==> config.mk <==
export PLATFORM = sky130hd
export DESIGN_NAME = alu_share_arbiter
export DESIGN_NICKNAME = d
export VERILOG_FILES = /design/src/rtl/alu_share_arbiter.sv
export SDC_FILE = /design/constraint.sdc
export NUM_CORES = 1
export LEC_CHECK = 0
export BUFFER_PORTS_ARGS = -buffer_cell sky130_fd_sc_hd__buf_4
export CELL_PAD_IN_SITES_DETAIL_PLACEMENT = 1
export CELL_PAD_IN_SITES_GLOBAL_PLACEMENT = 1
export CORE_MARGIN = 1.5
export CORE_UTILIZATION = 18
export CTS_CLUSTER_DIAMETER = 100
export DETAILED_ROUTE_END_ITERATION = 10
export PLACE_DENSITY_LB_ADDON = 0.1
export SYNTH_ARGS = -nofsm -noshare
export SYNTH_HDL_FRONTEND = slang
export SYNTH_SLANG_ARGS = --single-unit
export TNS_END_PERCENT = 10
==> constraint.sdc <==
create_clock -name clk -period 1.4 [get_ports clk]
set_input_delay 0.07 -clock clk [delete_from_list [all_inputs] [get_ports clk]]
set_output_delay 0.07 -clock clk [all_outputs]
set_load 0.03 [all_outputs]
==> src/rtl/alu_share_arbiter.sv <==
// alu_share_arbiter
//   Shares one combinational execute-stage ALU between two requesters
//   (port 0: main execute path, port 1: auxiliary unit). A round-robin
//   grant is made each cycle. The winner's operands and opcode drive the
//   ALU, and the result is captured into a one-entry response buffer. The
//   buffer uses valid/ready handshaking and tags each response with the
//   ID of the requester that issued it.
//
//   Optional feature macro: ALU_ARB_FLAGS_EN
//     defined   -> alu_blt/bgt/zero are captured with the result
//     undefined -> flag inputs are ignored and rsp_blt/bgt/zero read 0
//
// Ports
//   clk, reset              clock, synchronous active-high reset
//   reqN_valid/reqN_ready   per-port request handshake (N = 0, 1)
//   reqN_srca/srcb/op       per-port operands and ALU opcode
//   alu_srca/srcb/op        operands and opcode driven to the ALU
//   alu_result, alu_blt/bgt/zero   ALU result and compare flags
//   rsp_valid/rsp_ready     response handshake
//   rsp_id                  requester that issued the buffered result
//   rsp_result, rsp_blt/bgt/zero   registered result and flags
module alu_share_arbiter #(
  parameter int DATA_WIDTH    = 32,
  parameter int OPCODE_LENGTH = 4
) (
  input  logic                     clk,
  input  logic                     reset,
  input  logic                     req0_valid,
  output logic                     req0_ready,
  input  logic [DATA_WIDTH-1:0]    req0_srca,
  input  logic [DATA_WIDTH-1:0]    req0_srcb,
  input  logic [OPCODE_LENGTH-1:0] req0_op,
  input  logic                     req1_valid,
  output logic                     req1_ready,
  input  logic [DATA_WIDTH-1:0]    req1_srca,
  input  logic [DATA_WIDTH-1:0]    req1_srcb,
  input  logic [OPCODE_LENGTH-1:0] req1_op,
  output logic [DATA_WIDTH-1:0]    alu_srca,
  output logic [DATA_WIDTH-1:0]    alu_srcb,
  output logic [OPCODE_LENGTH-1:0] alu_op,
  input  logic [DATA_WIDTH-1:0]    alu_result,
  input  logic                     alu_blt,
  input  logic                     alu_bgt,
  input  logic                     alu_zero,
  output logic                     rsp_valid,
  input  logic                     rsp_ready,
  output logic                     rsp_id,
  output logic [DATA_WIDTH-1:0]    rsp_result,
  output logic                     rsp_blt,
  output logic                     rsp_bgt,
  output logic                     rsp_zero
);

  typedef enum logic {EMPTY, FULL} buf_state_t;

  buf_state_t state;
  logic       last_grant;
  logic       can_accept;
  logic       grant0, grant1;
  logic       xfer0, xfer1, xfer;

  // last_grant == 1 means port 1 won the most recent transfer, so port 0
  // is preferred on the next contention (and vice versa).
  assign grant0 = req0_valid & (~req1_valid | last_grant);
  assign grant1 = req1_valid & (~req0_valid | ~last_grant);

  // A full buffer can refill in the same cycle it drains. Reset blocks
  // every transfer so nothing is lost across the reset edge.
  assign can_accept = ~reset & ((state == EMPTY) | rsp_ready);

  assign req0_ready = grant0 & can_accept;
  assign req1_ready = grant1 & can_accept;

  assign xfer0 = req0_valid & req0_ready;
  assign xfer1 = req1_valid & req1_ready;
  assign xfer  = xfer0 | xfer1;

  always_comb begin
    alu_srca = '0;
    alu_srcb = '0;
    alu_op   = '0;
    if (xfer0) begin
      alu_srca = req0_srca;
      alu_srcb = req0_srcb;
      alu_op   = req0_op;
    end else if (xfer1) begin
      alu_srca = req1_srca;
      alu_srcb = req1_srcb;
      alu_op   = req1_op;
    end
  end

  always_ff @(posedge clk) begin
    if (reset) begin
      state      <= EMPTY;
      rsp_valid  <= 1'b0;
      rsp_id     <= 1'b0;
      rsp_result <= '0;
      last_grant <= 1'b1;
    end else if (xfer) begin
      state      <= FULL;
      rsp_valid  <= 1'b1;
      rsp_id     <= xfer1;
      rsp_result <= alu_result;
      last_grant <= xfer1;
    end else if ((state == FULL) && rsp_ready) begin
      state     <= EMPTY;
      rsp_valid <= 1'b0;
    end
  end

`ifdef ALU_ARB_FLAGS_EN
  always_ff @(posedge clk) begin
    if (reset) begin
      rsp_blt  <= 1'b0;
      rsp_bgt  <= 1'b0;
      rsp_zero <= 1'b0;
    end else if (xfer) begin
      rsp_blt  <= alu_blt;
      rsp_bgt  <= alu_bgt;
      rsp_zero <= alu_zero;
    end
  end
`else
  logic unused_flags;
  assign unused_flags = alu_blt ^ alu_bgt ^ alu_zero;
  assign rsp_blt  = 1'b0;
  assign rsp_bgt  = 1'b0;
  assign rsp_zero = 1'b0;
`endif

endmodule

==> results.md <==
- Using the TritonRoute via totals, the vias-per-cell ratio works out to 4.86.
- For met1 alone, demand over resource in global routing was 0.231.
- CTS saw 35 sinks.
- The initial utilization of the core area, before any placement, comes to 0.184.
- Across all layers, the routed design uses 3239 vias.
- The clock latency on the worst-skew pair is 0.28 ns.
- Between clock sinks in the finished design, the worst skew comes to 0.00779 ns.
- The per-cell routed wire length is 19.5 microns.
- The element type at the critical path end is an output port.
- The commonest non-fill, non-tap cell in the layout is buf_4.
- STA classifies the critical path startpoint as a register.
- Clock tree synthesis inserted a total of 5 buffers.
- The number of antenna diodes is 0.
- The tree is rooted in a clkbuf_16.
- The max-cap violation count is 0.
- Static timing analysis puts the maximum clock frequency at 572 MHz.
- The cell repeated most along the worst path is buf_12.
- The period utilization is 1.25.
- The number of max-slew violations in the final report is 0.
- The type of the tightest min-delay check is input pin to register.
- The starting DRC count in detailed routing is 134.
- Setup repair after global routing could not meet its margin everywhere.
- The residual antenna-violating net count after detailed routing is 0.
- Across the VDD grid, the largest voltage drop is 0.464 mV.
- TritonCTS built the clock tree.
- For this run, the total global-route usage over all layers was measured as 0.184.
- The first global-routing pass estimated 18.6 mm of wire.
- Across all setup checks in the final design, the least slack found is -0.350 ns.
- The largest stage delay on the critical path is 0.34 ns.
- The number of unique standard cell types used by synthesis is 23.
- Of the synthesized area, sequential elements account for 0.317.
- The met2 capacity usage during global routing is 0.329.
- Averaged over all synthesized cells, the footprint is 8.70 sq um.
- The DRC violations left is 0.
- Dividing total power by cell area gives a power density of 794 mW/mm^2.
- The library cells used most frequently in the layout, excluding fill and tap cells, are buf_4 (229), a22o_1 (62), buf_6 (58).
- For this design the static power due to leakage is 2.48 nW.
- The fraction of final layout cells sized beyond drive strength 1 is 0.609.
- Entering global routing, the biggest net connects 67 pins.
- Compared with the post-synthesis result, the final layout area differs by 120%.
- The cell type of the slowest stage on the worst timing path is dfxtp_4.
- The setup-violating endpoint count in the final report is 70.
- The floorplan step defined a die boundary enclosing 0.0129 sq mm.
- Excluding fillers, the count of instances in the completed layout stands at 666.
- Port buffering added 276 buffers.
- In this run, placement finished with an instance count of 656.
- In this run the worst path has a maximum fanout of 18.
- The site row count is 40.
- The required arrival time at the worst endpoint is 1.33 ns.
- The count of nets after finishing is 695.
- Summed over all layers, the routed wires come to 13.0 mm.
- The die is 114 microns tall.
- The run finished, with violations left.
- In this run the cell area of the synthesized design comes to 0.00221 sq mm.
- The family with the most delay on the worst path is buffers and inverters.
- The data arrival time at the worst-slack endpoint is 1.68 ns.
- After clock tree synthesis, the clock-pin slew on the worst setup and hold paths is 0.06 ns.
- Detailed placement ended at an HPWL of 10.2 mm.
- The area of the core is 0.0120 sq mm.
- The critical path goes through nor2b_4 -> a2111oi_4 -> buf_12 -> buf_12 -> a22o_1 -> buf_6.
- The critical path is of the register to output port type.
- For met3 alone, demand over resource in global routing was 0.0425.
- The number of hold-slack violations in the final timing report is 0.
- The total congestion overflow is 0.
- The post-route worst hold slack is 0.0117 ns.
- The number of register bits inferred by synthesis is 35.
- The clock passes through at most 2 buffers.
- The global routing stage identified its most utilized layer as met2.
- The via count of the first global-routing pass is 3215.
- The die is 114 microns wide.
- The count of boundary I/O pins is 283.
- The initial antenna violation count was 0.
- Counting every instance in the synthesized netlist gives 254.
- The smallest clock period supported by the final layout is computed as 1.75 ns.
- The pre-antenna-repair detailed-routing pass consisted of 4 iterations.
- During synthesis, Yosys emitted a total of 0 warnings.
- The weighted congestion at the end of routability-driven global placement is 0.745.
- The final reports fail on negative setup slack.
- The H-tree depth is 2.
- The number of buffers and inverters on the critical path is 3.
- The filler cells instantiated in the layout total 1426.
-- tightest hold or removal path: stages --
cell	delay, ns
buf_4	0.07
nand4_1	0.06
nand2_1	0.06
-- synth_stat cells --
cell	instances	share of area
buf_6	8	0.041
nand2b_1	1	0.0028
nor2b_4	1	0.0062
a2111oi_4	1	0.012
dfxtp_1	35	0.32
a22o_1	68	0.27
buf_2	12	0.027
conb_1	1	0.0017
buf_4	3	0.010
or2_1	1	0.0028
inv_1	1	0.0017
nor2_1	1	0.0017
inv_2	2	0.0034
nand2_1	33	0.056
nand4_1	32	0.091
a31oi_1	1	0.0028
o211ai_1	32	0.11
or3_1	1	0.0028
a21oi_1	1	0.0023
buf_1	2	0.0034
clkbuf_1	15	0.025
o2111a_1	1	0.0051
o21bai_2	1	0.0051
-- what timing repair did --
item,CTS,global route
setup endpoints to repair,70,71
pin swaps,23,12
setup buffers,2,0
gates resized for setup,56,5
endpoints found under the hold margin,0,1
hold buffers,0,1
-- layer usage --
metal	wire, microns	share of wire
met1	5190	0.40
met4	89	0.0068
met3	983	0.076
met2	6750	0.52
met5	0	0
-- final timing paths --
| path | endpoint | cells after the start | slack, ns | start |
|---|---|---|---|---|
| setup / recovery | alu_srca[26] | 6 | -0.35 | state |
| setup reg to reg | last_grant | 4 | 0.04 | state |
| hold reg to reg | rsp_id | 2 | 0.48 | rsp_id |
| hold / removal | rsp_result[26] | 3 | 0.01 | alu_result[26] |
-- kinds of logic after synthesis --
kind of cell	share of synthesized area
AND/OR/NAND/NOR	0.163
AO/OA/AOI/OAI	0.406
flip-flops	0.317
buffers and inverters	0.112
other	0.00170
-- state kept, by name (all words and copies together), names as in the netlist --
signal / flops
state: 1
rsp_result: 32
rsp_id: 1
last_grant: 1
-- report_power, final --
group	internal, mW	leakage [nW]	total (mW)	switching, mW
Clock	0.649	0.0696	1.07	0.422
Combinational	0.818	2.12	1.68	0.865
Sequential	1.07	0.290	1.11	0.0417
-- metrics by stage --
stage	total power [mW]	TNS, ns	utilization	setup slack (ns)	cell area [sq um]
floorplan	1.92	-18.79	-	-0.330	2240
global placement	2.72	-1.55	0.373	-0.0533	4470
detailed placement	2.73	-2.55	0.373	-0.0904	4470
CTS	3.92	-21.98	0.403	-0.372	4840
global route	4.04	-26.10	0.406	-0.430	4870
finish	3.87	-20.43	0.406	-0.350	4870
-- area by class of cell --
| cell class | count | area, sq um | share of cell area |
|---|---|---|---|
| timing repair buffer | 296 | 2540 | 0.521 |
| multi-input combinational | 178 | 1290 | 0.266 |
| sequential | 35 | 704 | 0.145 |
| tap | 147 | 184 | 0.0378 |
| clock buffer | 5 | 125 | 0.0257 |
| clock inverter | 2 | 13.8 | 0.00283 |
| inverter | 3 | 11.3 | 0.00231 |
No activity file was read; power rests on OpenSTA's default activity.
